**src/rtl/count_threshold_monitor_pkg.sv**
```systemverilog
// rtl/count_threshold_monitor_pkg.sv - shared constants for the count threshold monitor
package count_threshold_monitor_pkg;

    localparam int DEF_WIDTH  = 5;
    localparam int DEF_WRAP_W = 8;

    typedef enum logic {
        ST_LOW  = 1'b0,
        ST_HIGH = 1'b1
    } state_t;

    localparam int CAUSE_THR  = 0;
    localparam int CAUSE_WRAP = 1;

endpackage

```
**src/rtl/count_threshold_monitor_wrap_detector.sv**
```systemverilog
// rtl/count_threshold_monitor_wrap_detector.sv - previous-sample tracker and wrap strobe
module count_threshold_monitor_wrap_detector
    import count_threshold_monitor_pkg::*;
#(
    parameter int WIDTH = DEF_WIDTH
) (
    input  logic             CLK,
    input  logic             RESET,
    input  logic [WIDTH-1:0] COUNT,
    output logic             wrap_strobe,
    output logic             prev_valid
);

    localparam logic [WIDTH-1:0] ALL_ONES = '1;

    logic [WIDTH-1:0] prev_count;
    logic             up_wrap;
    logic             down_wrap;

    always_ff @(posedge CLK or negedge RESET) begin
        if (!RESET) begin
            prev_count <= '0;
            prev_valid <= 1'b0;
        end else begin
            prev_count <= COUNT;
            prev_valid <= 1'b1;
        end
    end

    // A held value never matches both sides, so it can never look like a wrap.
    assign up_wrap     = (prev_count == ALL_ONES) && (COUNT == '0);
    assign down_wrap   = (prev_count == '0) && (COUNT == ALL_ONES);
    assign wrap_strobe = prev_valid && (up_wrap || down_wrap);

endmodule

```
**src/rtl/count_threshold_monitor.sv**
```systemverilog
// rtl/count_threshold_monitor.sv - hysteresis threshold, wrap tally and level interrupt
module count_threshold_monitor
    import count_threshold_monitor_pkg::*;
#(
    parameter int WIDTH  = DEF_WIDTH,
    parameter int WRAP_W = DEF_WRAP_W
) (
    input  logic              CLK,
    input  logic              RESET,
    input  logic [WIDTH-1:0]  COUNT,
    input  logic [WIDTH-1:0]  THRESH_HI,
    input  logic [WIDTH-1:0]  THRESH_LO,
    input  logic              IRQ_ACK,
    input  logic              CLR_WRAP,
    output logic              ABOVE,
    output logic              TC_PULSE,
    output logic [WRAP_W-1:0] WRAP_CNT,
    output logic              IRQ,
    output logic [1:0]        IRQ_CAUSE
);

    localparam logic [WRAP_W-1:0] WRAP_MAX = '1;

    state_t     state_q;
    state_t     state_d;
    logic       wrap;
    logic       prev_valid;
    logic       thr_rise;
    logic [1:0] cause_set;

    count_threshold_monitor_wrap_detector #(
        .WIDTH(WIDTH)
    ) u_wrap_detector (
        .CLK        (CLK),
        .RESET      (RESET),
        .COUNT      (COUNT),
        .wrap_strobe(wrap),
        .prev_valid (prev_valid)
    );

    always_ff @(posedge CLK or negedge RESET) begin
        if (!RESET) begin
            state_q <= ST_LOW;
        end else begin
            state_q <= state_d;
        end
    end

    // The priming sample loads the state directly; afterwards only the current state's exit test applies.
    always_comb begin
        state_d = state_q;
        if (!prev_valid) begin
            state_d = (COUNT >= THRESH_HI) ? ST_HIGH : ST_LOW;
        end else begin
            case (state_q)
                ST_LOW:  if (COUNT >= THRESH_HI) state_d = ST_HIGH;
                ST_HIGH: if (COUNT <= THRESH_LO) state_d = ST_LOW;
                default: state_d = ST_LOW;
            endcase
        end
    end

    always_comb begin
        thr_rise              = prev_valid && (state_q == ST_LOW) && (state_d == ST_HIGH);
        cause_set             = 2'b00;
        cause_set[CAUSE_THR]  = thr_rise;
        cause_set[CAUSE_WRAP] = wrap;
        ABOVE                 = (state_q == ST_HIGH);
    end

    always_ff @(posedge CLK or negedge RESET) begin
        if (!RESET) begin
            TC_PULSE  <= 1'b0;
            WRAP_CNT  <= '0;
            IRQ       <= 1'b0;
            IRQ_CAUSE <= 2'b00;
        end else begin
            TC_PULSE <= wrap;

            if (CLR_WRAP) begin
                WRAP_CNT <= '0;
            end else if (wrap && (WRAP_CNT != WRAP_MAX)) begin
                WRAP_CNT <= WRAP_CNT + 1'b1;
            end

            // A new event beats a same-cycle acknowledge and replaces the old cause bits.
            if (cause_set != 2'b00) begin
                IRQ       <= 1'b1;
                IRQ_CAUSE <= IRQ_ACK ? cause_set : (IRQ_CAUSE | cause_set);
            end else if (IRQ_ACK) begin
                IRQ       <= 1'b0;
                IRQ_CAUSE <= 2'b00;
            end
        end
    end

endmodule

```
**config.mk**
```make
export PLATFORM = sky130hd
export DESIGN_NAME = count_threshold_monitor
export DESIGN_NICKNAME = d
export VERILOG_FILES = /design/src/rtl/count_threshold_monitor_pkg.sv /design/src/rtl/count_threshold_monitor_wrap_detector.sv /design/src/rtl/count_threshold_monitor.sv
export SDC_FILE = /design/constraint.sdc
export NUM_CORES = 1
export LEC_CHECK = 0
export ABC_CLOCK_PERIOD_IN_PS = 2300
export CORE_MARGIN = 2
export CORE_UTILIZATION = 40
export CTS_CLUSTER_DIAMETER = 50
export DETAILED_ROUTE_END_ITERATION = 16
export PLACE_DENSITY_LB_ADDON = 0.2
export SYNTH_ARGS = -nofsm -noshare
export SYNTH_HDL_FRONTEND = slang
export SYNTH_SLANG_ARGS = --single-unit
```
**constraint.sdc**
```tcl
create_clock -name CLK -period 2.3 [get_ports CLK]
set_clock_uncertainty 0.15 [all_clocks]
set_input_delay 0.23 -clock CLK [delete_from_list [all_inputs] [get_ports CLK]]
set_output_delay 0.23 -clock CLK [all_outputs]
set_load 0.03 [all_outputs]
```
==> results of run 1 <==
-- sequential cells by signal, summed over array words and instances (netlist names) --
signal / flops
IRQ: 1
ABOVE: 1
TC_PULSE: 1
u_wrap_detector.prev_valid: 1
u_wrap_detector.prev_count: 5
IRQ_CAUSE: 2
WRAP_CNT: 8
-- power breakdown --
group / internal, W / switching (W) / total, W
Clock: 0.0000675 / 0.000102 / 0.000169
Combinational: 0.0000730 / 0.0000684 / 0.000141
Sequential: 0.000348 / 0.00000914 / 0.000357
Total: 0.000489 / 0.000179 / 0.000668
-- worst paths after layout --
path | start | endpoint | slack [ps] | depth (start not counted)
min in group CLK | COUNT[0] | u_wrap_detector.prev_count[0] | 330 | 1
worst max-delay path | u_wrap_detector.prev_count[0] | WRAP_CNT[5] | 150 | 5
worst min-delay path | RESET | WRAP_CNT[4] | 110 | 2
max in group asynchronous | RESET | u_wrap_detector.prev_valid | 1690 | 2
worst min register to register | IRQ | IRQ | 380 | 2
worst max register to register | u_wrap_detector.prev_count[0] | WRAP_CNT[5] | 150 | 5
-- layout make-up --
class | count | area, sq um
inverters | 15 | 56.30
well taps | 30 | 37.54
flip-flops and latches | 19 | 475.5
fillers | 233 | 999.7
repair buffers | 39 | 370.4
multi-input cells | 76 | 556.8
clock buffers | 4 | 26.28
-- placed cells by master, fill, tap and decap left out, types with 2 or more instances in the layout --
master,Yosys,routed
a21oi_1,4,4
mux2_1,2,2
buf_4,0,8
nand2b_1,2,2
nand4b_1,2,2
nand3_1,6,6
nor2b_1,3,3
clkbuf_4,0,3
nor2_1,7,7
clkdlybuf4s50_1,0,31
ha_1,11,11
nor4_1,3,2
nand2_1,6,6
inv_1,15,15
o21ai_0,8,8
dfrtp_1,19,19
a211oi_1,2,2
or3_1,4,4
-- logic make-up (layout without fill, tap and decap cells) --
family          after synthesis  count (layout)  share of synthesized area [%]
buf+inv                      16              58                          5.529
mux                           3               3                          2.995
xor+xnor                      1               1                         0.8066
fa+ha+maj                    11              11                          12.67
compound gates               19              19                          10.72
other cells                   1               1                         0.3453
flops                        19              19                          43.78
simple gates                 41              41                          23.16
-- stage by stage --
step / std cells / setup slack (ps) / TNS, ps
global placement: 179 / -70.19 / -152.5
CTS: 183 / 121.3 / 0
detailed placement: 179 / -133.8 / -377.7
finish: 183 / 153.5 / 0
global route: 183 / 5.278 / 0
floorplan: 111 / 236.4 / 0
-- per-layer routing --
| metal | vias to the layer above | track usage, % |
|---|---|---|
| li1 | 474 | - |
| met1 | 450 | 22.24 |
| met2 | 22 | 24.20 |
| met3 | 5 | 5.349 |
| met4 | 0 | 4.082 |
| met5 | - | 0 |
-- timing repair --
action                     in CTS  in global routing
setup buffers                   0                  0
setup endpoints to repair       0                  1
gates resized for setup         0                  1
==> flow_metrics.env, run 1 <==
export IMPL_io_pins=32
export IMPL_firstDrtPassIters=4
export IMPL_clock_sinks=19
export IMPL_yosysMostFrequentCell="dfrtp_1"
export IMPL_syn_area_sq_mm=0.001086
export IMPL_yosys_top_cells_area="dfrtp_1 44%, ha_1 13%, inv_1 5.2%"
export IMPL_antenna_found_initial=0
export IMPL_route_met2_wl_microns=1096
export IMPL_arrival_ps=2180
export IMPL_path_clk_slew_ps=110
export IMPL_hold_viol_final=0
export IMPL_avgSynthCellArea_sq_um=9.784
export IMPL_ys_seq_elements=19
export IMPL_grt_first_pass_wirelength_microns=3981
export IMPL_vias=951
export IMPL_place_gp_congestion=0.7170
export IMPL_synth_ff_type="dfrtp_1"
export IMPL_clk_latency_ps=300
export IMPL_ys_seq_area_share_pct=43.78
export IMPL_rsz0062_at_grt="false"
export IMPL_synth_cells=111
export IMPL_max_stage_delay_ps=550
export IMPL_p_total_w=0.0006679
export IMPL_cts_tree="done"
export IMPL_synth_top_area_share_pct=43.78
export IMPL_die_width_microns=56.11
export IMPL_placed_area_sq_mm=0.001490
export IMPL_grt_usage_pct=16.09
export IMPL_overflow=0
export IMPL_synth_fp_nets=141
export IMPL_max_freq_mhz=465.9
export IMPL_worstSetupPathType="reg -> reg"
export IMPL_cts_root_buf="clkbuf_4"
export IMPL_drc_errors=0
export IMPL_critical_path_top_delay_family="simple AND/OR/NAND/NOR gates"
export IMPL_die_h_microns=56.11
export IMPL_status="finished, final reports clean"
export IMPL_cp_end_kind="register"
export IMPL_hold_class="in -> async"
export IMPL_initial_core_util_pct=43.06
export IMPL_dr_max_layer_used="met4"
export IMPL_cpMaxStageDelayCell="or4b_4"
export IMPL_wl_per_cell_microns=12.64
export IMPL_setup_viol=0
export IMPL_synth_enable_flop_cells=0
export IMPL_final_nets=184
export IMPL_core_rowCount=18
export IMPL_path_buf_inv=0
export IMPL_via_per_inst=5.197
export IMPL_slew_violations=0
export IMPL_power_density_mw_per_mm2=438.6
export IMPL_min_period_ps=2146
export IMPL_synthToLayoutAreaGrowth_pct=40.21
export IMPL_fin_area_sq_mm=0.001523
export IMPL_port_buffers=31
export IMPL_drv_cap=0
export IMPL_hpwl_microns=1882
export IMPL_met3_length_microns=117
export IMPL_synth_cell_types=32
export IMPL_routed_wl_microns=2314
export IMPL_grt_max_degree=20
export IMPL_synth_common_cells="19 x dfrtp_1, 15 x inv_1, 11 x ha_1"
export IMPL_ir_drop_mv=0.4178
export IMPL_h_tree_depth=1
export IMPL_first_global_vias=864
export IMPL_fin_util_pct=60.37
export IMPL_crit_fanout=3
export IMPL_timing_hold_ws_ps=105.2
export IMPL_synth_async_reset_ratio_pct=100.0
export IMPL_met1_length_microns=1080
export IMPL_leakage_nw=0.6927
export IMPL_antenna_left=0
export IMPL_cp_start_kind="register"
export IMPL_cp_cell_sequence="or4b_4 > nor3_4 > nor2_2 > nor4_1 > mux2_1"
export IMPL_drive_gt1_share_pct=11.11
export IMPL_dieArea_sq_mm=0.003148
export IMPL_ctsHoldBuffers=0
export IMPL_n_antenna_cell=0
export IMPL_cts_buffer_depth=2
export IMPL_drtIter0Drc=14
export IMPL_synth_largest_area_cell="dfrtp_1"
export IMPL_fin_crit_sh_pct=93.33
export IMPL_yosys_warnings=0
export IMPL_cts_buffers=3
export IMPL_cp_data_required_time_ps=2340
export IMPL_core_sq_mm=0.002522
(Power assumes the default switching activity.)
==> run 2: changes to the inputs <==
==> constraint.sdc (replaced) <==
create_clock -name CLK -period 2.3 [get_ports CLK]
set_clock_uncertainty 0.15 [all_clocks]
set_input_delay 0.575 -clock CLK [delete_from_list [all_inputs] [get_ports CLK]]
set_output_delay 0.575 -clock CLK [all_outputs]
set_load 0.03 [all_outputs]
==> run 2 against run 1 <==
Net effect: clock-buffer cell count unchanged; cell area up 4.9%; critical path depth up 2; sequential cell count unchanged; maximum frequency down 6.3%; highest routed layer unchanged; utilization up 3.0 points; sequential share of layout area down 1.5 points; final cell count up 3.3%; global-route usage up 2.1 points; register-to-register slack better by 110 ps; combinational power up 6%; routed wire length up 13%.
==> flow_metrics.env, run 2 (synthesis results as in run 1) <==
export IMPL_final_nets=190
export IMPL_cts_buffers=3
export IMPL_worstSetupPathType="in -> reg"
export IMPL_io_pins=32
export IMPL_core_rowCount=18
export IMPL_dieArea_sq_mm=0.003148
export IMPL_firstDrtPassIters=4
export IMPL_hold_viol_final=0
export IMPL_arrival_ps=2370
export IMPL_initial_core_util_pct=43.06
export IMPL_largest_reg_flops=8
export IMPL_grt_max_degree=20
export IMPL_drtIter0Drc=26
export IMPL_cts_root_buf="clkbuf_4"
export IMPL_ir_drop_mv=0.4197
export IMPL_cp_end_kind="register"
export IMPL_clk_latency_ps=290
export IMPL_overflow=0
export IMPL_hpwl_microns=2050
export IMPL_fin_crit_sh_pct=99.65
export IMPL_cts_buffer_depth=2
export IMPL_r2r_cells=6
export IMPL_crit_fanout=6
export IMPL_grt_usage_pct=18.16
export IMPL_max_freq_mhz=436.3
export IMPL_drc_errors=0
export IMPL_crit_top_cell="or3_4"
export IMPL_final_common_cell="clkdlybuf4s50_1"
export IMPL_status="finished, final reports clean"
export IMPL_path_buf_inv=2
export IMPL_slew_violations=0
export IMPL_h_tree_depth=1
export IMPL_layout_common_cells="28 x clkdlybuf4s50_1, 19 x dfrtp_1, 15 x inv_1"
export IMPL_core_sq_mm=0.002522
export IMPL_cp_data_required_time_ps=2380
export IMPL_cp_start_kind="primary input"
export IMPL_antenna_left=0
export IMPL_startpoint="COUNT[1]"
export IMPL_placed_area_sq_mm=0.001520
export IMPL_cp_cell_sequence="clkdlybuf4s50_1 > or3_4 > nor3_2 > buf_4 > o2bb2ai_2 > or3_4 > a21oi_2"
export IMPL_critical_path_top_delay_family="simple AND/OR/NAND/NOR gates"
export IMPL_hold_class="in -> reg"
export IMPL_fin_area_sq_mm=0.001598
export IMPL_setup_ws_ps=8.036
export IMPL_reg2reg_slack_ps=260
export IMPL_via_per_inst=5.328
export IMPL_largestRegisters="WRAP_CNT: 8 flops, u_wrap_detector.prev_count: 5 flops, IRQ_CAUSE: 2 flops"
export IMPL_path_clk_slew_ps=100
export IMPL_r2r_start="u_wrap_detector.prev_count[0]"
export IMPL_placed_cells=183
export IMPL_place_gp_congestion=0.7339
export IMPL_worst_path_stages=7
export IMPL_leakage_nw=0.7597
export IMPL_grt_first_pass_wirelength_microns=4519
export IMPL_wl_per_cell_microns=13.82
export IMPL_antenna_found_initial=0
export IMPL_setup_viol=0
export IMPL_synthToLayoutAreaGrowth_pct=47.12
export IMPL_drv_cap=0
export IMPL_drive_gt1_share_pct=17.61
export IMPL_routed_wl_microns=2612
export IMPL_dp_slack_ps=-442.1
export IMPL_port_buffers=31
export IMPL_fin_cells=189
export IMPL_clock_sinks=19
export IMPL_min_period_ps=2292
export IMPL_n_antenna_cell=0
export IMPL_vias=1007
export IMPL_ctsHoldBuffers=0
export IMPL_max_stage_delay_ps=420
export IMPL_regMostFlops="WRAP_CNT"
export IMPL_rr_endpoint="WRAP_CNT[3]"
export IMPL_cpMaxStageDelayCell="clkdlybuf4s50_1"
export IMPL_die_width_microns=56.11
export IMPL_crit_path_end="WRAP_CNT[3]"
export IMPL_power_density_mw_per_mm2=421.8
export IMPL_die_h_microns=56.11
export IMPL_cts_tree="done"
export IMPL_first_global_vias=1039
export IMPL_p_total_w=0.0006739
## run 2: cell types whose count changed in the layout (fill, tap and decap cells not counted), sizes merged
cell	previous run	this run
buf	8	14
clkdlybuf4s50	31	28
dlymetal6s2s	0	2
dlygate4sd2	0	1
## run 2: worst register-to-register path: stages (launching register included)
cell       delay (ps)
dfrtp_1           390
or4b_4            550
nor3_4            140
buf_4             130
o2bb2ai_2          80
or3_4             380
a21oi_2           150
## run 2: per-stage QoR
step | hold slack [ps] | setup TNS [ps] | utilization, %
6_report | 355.6 | 0 | 63.34
4_1_cts | 393.4 | 0 | 62.45
2_1_floorplan | 129.4 | 0 | -
5_1_grt | 321.6 | -257.9 | 63.34
3_3_place_gp | 333.2 | -3311 | 60.27
3_5_place_dp | 371.8 | -3766 | 60.27
## run 2: worst min-delay path by stage
stage                       startpoint                            end  slack, ps  cells past startpoint
after floorplan                  RESET                          ABOVE        130                      0
after global placement             IRQ                            IRQ        330                      2
after detailed placement           IRQ                            IRQ        370                      2
after CTS                 IRQ_CAUSE[0]                   IRQ_CAUSE[0]        390                      2
after global routing          COUNT[0]  u_wrap_detector.prev_count[0]        320                      1
final                         COUNT[0]  u_wrap_detector.prev_count[0]        360                      1
## run 2: per-layer routing
| metal | track usage, % | share of wire, % | up-vias |
|---|---|---|---|
| met4 | 3.401 | 1.0 | 0 |
| met3 | 5.581 | 4.4 | 4 |
| li1 | - | - | 488 |
| met5 | 0 | 0 | - |
| met1 | 22.48 | 43 | 494 |
| met2 | 31.26 | 52 | 21 |
## run 2: power breakdown
group          total, W  internal (W)  switching [W]  leakage (nW)
clock          0.000167     0.0000676      0.0000990        0.0150
sequential     0.000357      0.000348     0.00000893         0.248
combinational  0.000150     0.0000776      0.0000727         0.496
## run 2: layout make-up
class / instances / area [sq um]
Sequential cell: 19 / 475.5
Fill cell: 222 / 924.6
Inverter: 15 / 56.30
Timing Repair Buffer: 45 / 419.2
Tap cell: 30 / 37.54
Clock buffer: 4 / 26.28
Multi-Input combinational cell: 76 / 583.1
## run 2: what timing repair did
| item | 4_1_cts | 5_1_grt |
|---|---|---|
| endpoints found under the setup margin | 5 | 5 |
| pin swaps | 4 | 1 |
| resized for setup | 6 | 5 |
| setup buffers | 1 | 1 |
